File: config.mk
export PLATFORM = sky130hd
export DESIGN_NAME = apb_mem_arbiter_flat
export DESIGN_NICKNAME = d
export VERILOG_FILES = /design/src/rtl/apb_mem_arbiter_pkg.sv /design/src/rtl/apb_mem_arbiter_if.sv /design/src/rtl/apb_mem_arbiter_pick.sv /design/src/rtl/apb_mem_arbiter.sv /design/src/flat_wrapper.sv
export SDC_FILE = /design/constraint.sdc
export NUM_CORES = 1
export LEC_CHECK = 0
export CAP_MARGIN = 20
export CORE_AREA = 2 2 125 127
export DETAILED_ROUTE_END_ITERATION = 7
export DIE_AREA = 0 0 127 129
export HOLD_SLACK_MARGIN = 0.06
export REMOVE_ABC_BUFFERS = 1
export SYNTH_ARGS = -nofsm -noshare
export SYNTH_HDL_FRONTEND = slang
export SYNTH_HIERARCHICAL = 1
export SYNTH_SLANG_ARGS = --single-unit
File: constraint.sdc
create_clock -name clk -period 2 [get_ports clk]
set_input_delay 0.4 -clock clk [delete_from_list [all_inputs] [get_ports clk]]
set_output_delay 0.4 -clock clk [all_outputs]
set_load 0.05 [all_outputs]
File: src/rtl/apb_mem_arbiter_pkg.sv
// Shared types for the two-port APB memory arbiter.
// APB_ARB_ROUND_ROBIN_EN selects round-robin tie breaking (default: dmem has fixed priority).
package apb_mem_arbiter_pkg;

   localparam logic [1:0] ARB_IDLE   = 2'd0;
   localparam logic [1:0] ARB_SETUP  = 2'd1;
   localparam logic [1:0] ARB_ACCESS = 2'd2;

   typedef enum logic {
      ARB_OWN_IMEM = 1'b0,
      ARB_OWN_DMEM = 1'b1
   } arb_owner_e;

   // One-hot request-vector position of an owner: bit 0 imem, bit 1 dmem.
   function automatic logic [1:0] owner_mask(input arb_owner_e own);
      return (own == ARB_OWN_DMEM) ? 2'b10 : 2'b01;
   endfunction

endpackage

File: src/rtl/apb_mem_arbiter_if.sv
// APB bus bundle shared by both requesters and the downstream memory port.
interface apb_if #(
   parameter int DAT_W  = 32,
   parameter int ADDR_W = 32
);
   logic [ADDR_W-1:0]  paddr;
   logic               psel;
   logic               penable;
   logic               pwrite;
   logic [DAT_W-1:0]   pwdata;
   logic [DAT_W/8-1:0] pstrb;
   logic [DAT_W-1:0]   prdata;
   logic               pready;
   logic               pslverr;

   modport master (
      output paddr, psel, penable, pwrite, pwdata, pstrb,
      input  prdata, pready, pslverr
   );

   modport slave (
      input  paddr, psel, penable, pwrite, pwdata, pstrb,
      output prdata, pready, pslverr
   );
endinterface

File: src/rtl/apb_mem_arbiter_pick.sv
// Combinational winner selection for the APB arbiter.
// APB_ARB_ROUND_ROBIN_EN: ties go to the requester that is not 'last'; otherwise dmem wins ties.
module apb_arb_pick
   import apb_mem_arbiter_pkg::*;
(
   input  logic [1:0] req,
   input  arb_owner_e last,
   input  logic [1:0] excl,
   output logic       gnt_valid,
   output arb_owner_e gnt_owner
);

   logic [1:0] cand;

`ifndef APB_ARB_ROUND_ROBIN_EN
   logic unused_last;
   assign unused_last = last;
`endif

   always_comb begin
      cand      = req & ~excl;
      gnt_valid = |cand;
      gnt_owner = ARB_OWN_IMEM;
      if (cand == 2'b11) begin
`ifdef APB_ARB_ROUND_ROBIN_EN
         gnt_owner = (last == ARB_OWN_DMEM) ? ARB_OWN_IMEM : ARB_OWN_DMEM;
`else
         gnt_owner = ARB_OWN_DMEM;
`endif
      end else if (cand[1]) begin
         gnt_owner = ARB_OWN_DMEM;
      end
   end

endmodule

File: src/rtl/apb_mem_arbiter.sv
// Shares one downstream APB slave between the instruction-fetch and data masters.
// APB_ARB_ROUND_ROBIN_EN enables round-robin tie breaking and the 'last' register.
module apb_mem_arbiter
   import apb_mem_arbiter_pkg::*;
#(
   parameter int DAT_W  = 32,
   parameter int ADDR_W = 32
) (
   input  logic  clk,
   input  logic  rst,
   apb_if.slave  imem_apb,
   apb_if.slave  dmem_apb,
   apb_if.master mem_apb,
   output logic  owner_o,
   output logic  busy_o
);

   logic [1:0]         state;
   logic [1:0]         state_nxt;
   arb_owner_e         owner;
   arb_owner_e         last;
   logic [1:0]         req;
   logic [1:0]         excl;
   logic               gnt_valid;
   arb_owner_e         gnt_owner;
   logic               grant;
   logic               busy;
   logic               access;
   logic [ADDR_W-1:0]  sel_addr;
   logic [DAT_W-1:0]   sel_wdata;
   logic [DAT_W/8-1:0] sel_strb;
   logic               sel_write;
   logic               rsp;

   assign req    = {dmem_apb.psel, imem_apb.psel};
   assign busy   = (state == ARB_SETUP) || (state == ARB_ACCESS);
   assign access = (state == ARB_ACCESS);
   // The owner's psel is still high on its completion cycle, so mask it out there.
   assign excl   = access ? owner_mask(owner) : 2'b00;

   apb_arb_pick u_pick (
      .req       (req),
      .last      (last),
      .excl      (excl),
      .gnt_valid (gnt_valid),
      .gnt_owner (gnt_owner)
   );

   always_comb begin
      state_nxt = state;
      grant     = 1'b0;
      case (state)
         ARB_IDLE: begin
            if (gnt_valid) begin
               grant     = 1'b1;
               state_nxt = ARB_SETUP;
            end
         end
         ARB_SETUP:  state_nxt = ARB_ACCESS;
         ARB_ACCESS: begin
            if (mem_apb.pready) begin
               if (gnt_valid) begin
                  grant     = 1'b1;
                  state_nxt = ARB_SETUP;
               end else begin
                  state_nxt = ARB_IDLE;
               end
            end
         end
         default: state_nxt = ARB_IDLE;
      endcase
   end

   always_ff @(posedge clk or posedge rst) begin
      if (rst) begin
         state <= ARB_IDLE;
         owner <= ARB_OWN_IMEM;
      end else begin
         state <= state_nxt;
         if (grant) owner <= gnt_owner;
      end
   end

`ifdef APB_ARB_ROUND_ROBIN_EN
   always_ff @(posedge clk or posedge rst) begin
      if (rst) last <= ARB_OWN_IMEM;
      else if (grant) last <= gnt_owner;
   end
`else
   assign last = ARB_OWN_IMEM;
`endif

   always_comb begin
      sel_addr  = '0;
      sel_wdata = '0;
      sel_strb  = '0;
      sel_write = 1'b0;
      if (busy) begin
         if (owner == ARB_OWN_DMEM) begin
            sel_addr  = dmem_apb.paddr;
            sel_wdata = dmem_apb.pwdata;
            sel_strb  = dmem_apb.pstrb;
            sel_write = dmem_apb.pwrite;
         end else begin
            sel_addr  = imem_apb.paddr;
            sel_wdata = imem_apb.pwdata;
            sel_strb  = imem_apb.pstrb;
            sel_write = imem_apb.pwrite;
         end
      end
   end

   assign mem_apb.psel    = busy;
   assign mem_apb.penable = access;
   assign mem_apb.paddr   = sel_addr;
   assign mem_apb.pwdata  = sel_wdata;
   assign mem_apb.pstrb   = sel_strb;
   assign mem_apb.pwrite  = sel_write;

   // Response is only meaningful in ACCESS; outside it the slave's outputs are ignored.
   assign rsp = access && mem_apb.pready;

   always_comb begin
      imem_apb.pready  = 1'b0;
      imem_apb.prdata  = '0;
      imem_apb.pslverr = 1'b0;
      dmem_apb.pready  = 1'b0;
      dmem_apb.prdata  = '0;
      dmem_apb.pslverr = 1'b0;
      if (rsp) begin
         if (owner == ARB_OWN_DMEM) begin
            dmem_apb.pready  = 1'b1;
            dmem_apb.prdata  = mem_apb.prdata;
            dmem_apb.pslverr = mem_apb.pslverr;
         end else begin
            imem_apb.pready  = 1'b1;
            imem_apb.prdata  = mem_apb.prdata;
            imem_apb.pslverr = mem_apb.pslverr;
         end
      end
   end

   assign owner_o = (owner == ARB_OWN_DMEM);
   assign busy_o  = busy;

endmodule
File: src/flat_wrapper.sv
// flat-port wrapper written by rule: the top's interface ports become plain ports
module apb_mem_arbiter_flat import apb_mem_arbiter_pkg::*;
#(
   parameter int DAT_W  = 32,
   parameter int ADDR_W = 32
)
  (clk, rst, owner_o, busy_o, imem_apb_paddr, imem_apb_psel, imem_apb_penable, imem_apb_pwrite, imem_apb_pwdata, imem_apb_pstrb, imem_apb_prdata, imem_apb_pready, imem_apb_pslverr, dmem_apb_paddr, dmem_apb_psel, dmem_apb_penable, dmem_apb_pwrite, dmem_apb_pwdata, dmem_apb_pstrb, dmem_apb_prdata, dmem_apb_pready, dmem_apb_pslverr, mem_apb_paddr, mem_apb_psel, mem_apb_penable, mem_apb_pwrite, mem_apb_pwdata, mem_apb_pstrb, mem_apb_prdata, mem_apb_pready, mem_apb_pslverr);
  apb_if #(.DAT_W(DAT_W), .ADDR_W(ADDR_W)) imem_apb_i ();
  apb_if #(.DAT_W(DAT_W), .ADDR_W(ADDR_W)) dmem_apb_i ();
  apb_if #(.DAT_W(DAT_W), .ADDR_W(ADDR_W)) mem_apb_i ();
  input  logic clk;
  input  logic rst;
  output logic owner_o;
  output logic busy_o;
  input wire logic [$bits(imem_apb_i.paddr)-1:0] imem_apb_paddr;
  input wire logic [$bits(imem_apb_i.psel)-1:0] imem_apb_psel;
  input wire logic [$bits(imem_apb_i.penable)-1:0] imem_apb_penable;
  input wire logic [$bits(imem_apb_i.pwrite)-1:0] imem_apb_pwrite;
  input wire logic [$bits(imem_apb_i.pwdata)-1:0] imem_apb_pwdata;
  input wire logic [$bits(imem_apb_i.pstrb)-1:0] imem_apb_pstrb;
  output wire logic [$bits(imem_apb_i.prdata)-1:0] imem_apb_prdata;
  output wire logic [$bits(imem_apb_i.pready)-1:0] imem_apb_pready;
  output wire logic [$bits(imem_apb_i.pslverr)-1:0] imem_apb_pslverr;
  input wire logic [$bits(dmem_apb_i.paddr)-1:0] dmem_apb_paddr;
  input wire logic [$bits(dmem_apb_i.psel)-1:0] dmem_apb_psel;
  input wire logic [$bits(dmem_apb_i.penable)-1:0] dmem_apb_penable;
  input wire logic [$bits(dmem_apb_i.pwrite)-1:0] dmem_apb_pwrite;
  input wire logic [$bits(dmem_apb_i.pwdata)-1:0] dmem_apb_pwdata;
  input wire logic [$bits(dmem_apb_i.pstrb)-1:0] dmem_apb_pstrb;
  output wire logic [$bits(dmem_apb_i.prdata)-1:0] dmem_apb_prdata;
  output wire logic [$bits(dmem_apb_i.pready)-1:0] dmem_apb_pready;
  output wire logic [$bits(dmem_apb_i.pslverr)-1:0] dmem_apb_pslverr;
  output wire logic [$bits(mem_apb_i.paddr)-1:0] mem_apb_paddr;
  output wire logic [$bits(mem_apb_i.psel)-1:0] mem_apb_psel;
  output wire logic [$bits(mem_apb_i.penable)-1:0] mem_apb_penable;
  output wire logic [$bits(mem_apb_i.pwrite)-1:0] mem_apb_pwrite;
  output wire logic [$bits(mem_apb_i.pwdata)-1:0] mem_apb_pwdata;
  output wire logic [$bits(mem_apb_i.pstrb)-1:0] mem_apb_pstrb;
  input wire logic [$bits(mem_apb_i.prdata)-1:0] mem_apb_prdata;
  input wire logic [$bits(mem_apb_i.pready)-1:0] mem_apb_pready;
  input wire logic [$bits(mem_apb_i.pslverr)-1:0] mem_apb_pslverr;
  assign imem_apb_i.paddr = imem_apb_paddr;
  assign imem_apb_i.psel = imem_apb_psel;
  assign imem_apb_i.penable = imem_apb_penable;
  assign imem_apb_i.pwrite = imem_apb_pwrite;
  assign imem_apb_i.pwdata = imem_apb_pwdata;
  assign imem_apb_i.pstrb = imem_apb_pstrb;
  assign imem_apb_prdata = imem_apb_i.prdata;
  assign imem_apb_pready = imem_apb_i.pready;
  assign imem_apb_pslverr = imem_apb_i.pslverr;
  assign dmem_apb_i.paddr = dmem_apb_paddr;
  assign dmem_apb_i.psel = dmem_apb_psel;
  assign dmem_apb_i.penable = dmem_apb_penable;
  assign dmem_apb_i.pwrite = dmem_apb_pwrite;
  assign dmem_apb_i.pwdata = dmem_apb_pwdata;
  assign dmem_apb_i.pstrb = dmem_apb_pstrb;
  assign dmem_apb_prdata = dmem_apb_i.prdata;
  assign dmem_apb_pready = dmem_apb_i.pready;
  assign dmem_apb_pslverr = dmem_apb_i.pslverr;
  assign mem_apb_paddr = mem_apb_i.paddr;
  assign mem_apb_psel = mem_apb_i.psel;
  assign mem_apb_penable = mem_apb_i.penable;
  assign mem_apb_pwrite = mem_apb_i.pwrite;
  assign mem_apb_pwdata = mem_apb_i.pwdata;
  assign mem_apb_pstrb = mem_apb_i.pstrb;
  assign mem_apb_i.prdata = mem_apb_prdata;
  assign mem_apb_i.pready = mem_apb_pready;
  assign mem_apb_i.pslverr = mem_apb_pslverr;
  apb_mem_arbiter #(.DAT_W(DAT_W), .ADDR_W(ADDR_W)) u_core (.clk(clk), .rst(rst), .imem_apb(imem_apb_i), .dmem_apb(dmem_apb_i), .mem_apb(mem_apb_i), .owner_o(owner_o), .busy_o(busy_o));
endmodule
==> results of run 1 <==
worst max path at each step:
stage | from | to | slack, ns | cells past startpoint
3_3_place_gp | mem_apb_pready | dmem_apb_prdata[6] | -0.01 | 5
5_1_grt | u_core/owner_o | mem_apb_pwdata[21] | -0.12 | 4
3_5_place_dp | u_core/state[0] | u_core/state[1] | -0.03 | 8
4_1_cts | u_core/state[0] | imem_apb_prdata[3] | -0.07 | 8
6_report | u_core/state[1] | imem_apb_prdata[3] | -0.06 | 8
2_1_floorplan | u_core/owner_o | dmem_apb_prdata[0] | -2.72 | 2
registers in the layout, summed over array words and instances (netlist names):
name,cells
u_core/state,2
u_core/owner_o,1
layout make-up:
class | count | area (um2) | area share, %
Inverter | 6 | 25.0 | 0.309
Clock buffer | 4 | 78.8 | 0.974
Sequential cell | 3 | 78.8 | 0.974
Multi-Input combinational cell | 224 | 2540 | 31.5
Tap cell | 188 | 235 | 2.91
Timing Repair Buffer | 354 | 5130 | 63.4
metrics by stage:
step,setup WS (ns),cells,util (%),hold slack (ns),instance area [um2]
after floorplan,-2.72,233,-,0.154,1810
after global placement,-0.0150,749,45.2,0.555,6770
after detailed placement,-0.0345,749,45.2,0.568,6770
after CTS,-0.0679,762,49.9,0.354,7470
after global routing,-0.118,779,54.0,0.365,8090
final,-0.0572,779,54.0,0.352,8090
per-layer routing:
metal  share of wire, %  up-vias  global-route usage (%)
met3                8.5       24                    3.16
li1                   -     1538                       -
met2                 55      220                    26.4
met5                  0        -                       0
met4                2.5        0                    4.33
met1                 34     1503                    14.4
worst reg2reg max path: cells and delay by family, from the launching register on:
kind | cells | cell delay [ns]
compound gates | 2 | 0.47
flops | 1 | 0.38
mux | 1 | 0.37
buf+inv | 4 | 0.29
fa+ha+maj | 1 | 0.18
simple gates | 1 | 0.09
where the power goes:
group          total (mW)  internal (mW)  switching (mW)
registers           0.170         0.0996          0.0706
clock network       0.316          0.263          0.0527
logic                14.3           7.44            6.84
what timing repair did:
action                     in CTS  in global routing
cloned                          2                 10
setup endpoints to repair     139                139
setup buffers                   7                  7
pin swaps                       3                 24
gates resized for setup       158                 82
==> results_dict.tcl, run 1 <==
set metrics [dict create \
    cp_max_fo 17 \
    numCtsBuffers 3 \
    cpMaxStageDelayCell "dfrtp_1" \
    drtPass1Iterations 4 \
    cp_top_family "buffers and inverters" \
    drive_above_1_share_pct 60.2 \
    gp_congestion 0.883 \
    worstSetupPathType "register to output port" \
    p_total_mw 14.8 \
    n_fill_cell 1221 \
    ctsHoldBuffers 0 \
    status "finished, violations left" \
    setup.worst_path.end_class "output port" \
    reg2reg_slack_ns 0.10 \
    hold_violations 0 \
    grt_pass1_wl_um 17600 \
    port_buffers 316 \
    postRouteWirelength_um 13800 \
    gr-usage-all-layers_pct 13.6 \
    violations "setup timing" \
    vias_per_cell 4.22 \
    wl_per_cell_um 17.7 \
    layout_min_cycle_time_ns 2.06 \
    vias 3285 \
    hp-class "input port to asynchronous set/reset pin" \
    drv_slew 0 \
    start_kind "register" \
    required_ns 1.60 \
    drc_errors 0 \
    cp_cell_sequence "buf_6 > ha_4 > inv_4 > nor2_4 > buf_4 > buf_16 > and3_4 > buf_12" \
    grt_max_degree 35 \
    grt_pass1_vias 3284 \
    max_stage_delay_ns 0.39 \
    fin_ws_ns -0.0572 \
    placeableCoreArea_mm2 0.0150 \
    setup_violations 64 \
    areaGrowthSynthToFinish_pct 314 \
    synth_area_mm2 0.00195 \
    cts.sinks 3 \
    antenna_found_initial 0 \
    io_pins 319 \
    tritoncts "done" \
    syn-instance-count 260 \
    r2r_cells 9 \
    die_y_um 129 \
    max_freq_ghz 0.486 \
    clk_latency_ns 0.22 \
    grt.overflow.total 0 \
    p_leak_nw 3.41 \
    antennaDiodeCount 0 \
    row_count 45 \
    r2r-end "u_core/state[1]" \
    layout_common_cells "clkdlybuf4s50_1 (174), buf_12 (147), nor2b_4 (57)" \
    grt_setup_unrepaired "yes" \
    die_area_mm2 0.0164 \
    die_x_um 127 \
    start_util_pct 13.0 \
    drv_cap 0 \
    ys.warnings.count 6 \
    max_slew_margin_pct 78.2 \
    nets 775 \
    htreeDepth 1 \
    cts_buffer_depth 2 \
    clockRootBuffer "clkbuf_16" \
    post-dp-hpwl_um 10000 \
    setup_tns_ns -1.79 \
    regToRegStartpoint "u_core/state[0]" \
    final_common_cell "clkdlybuf4s50_1" \
    path_buf_inv 5 \
    worst_clock_skew_ns 0.00179 \
    final_antenna_net_count 0 \
    synth_area_per_cell_um2 7.52 \
    drt_iter0_markers 56 \
    fin_crit_sh_pct 103 \
    power_density_mw_per_mm2 1830 \
    worst_pin_slew_ns 0.318 \
    crit_arrival_ns 1.66 \
    clk_pin_slew_ns 0.03 \
    peakVddDrop_mv 1.59 \
]
No activity file was read; power rests on OpenSTA's default activity.
==> inputs of run 2 (changes only) <==
--- a/config.mk
+++ b/config.mk
@@ -15,3 +15,4 @@
 export SYNTH_HDL_FRONTEND = slang
 export SYNTH_HIERARCHICAL = 1
 export SYNTH_SLANG_ARGS = --single-unit
+export TNS_END_PERCENT = 100
==> results of run 2 <==
Same layout as run 1: the final DEF is identical, and so are final timing and power.
==> inputs of run 3 (changes only) <==
--- a/config.mk
+++ b/config.mk
@@ -7,10 +7,12 @@
 export LEC_CHECK = 0
 export CAP_MARGIN = 20
 export CORE_AREA = 2 2 125 127
+export CTS_CLUSTER_DIAMETER = 100
 export DETAILED_ROUTE_END_ITERATION = 7
 export DIE_AREA = 0 0 127 129
 export HOLD_SLACK_MARGIN = 0.06
 export REMOVE_ABC_BUFFERS = 1
+export SLEW_MARGIN = 30
 export SYNTH_ARGS = -nofsm -noshare
 export SYNTH_HDL_FRONTEND = slang
 export SYNTH_HIERARCHICAL = 1
==> results of run 3 <==
Same layout as run 1: the final DEF is identical, and so are final timing and power.
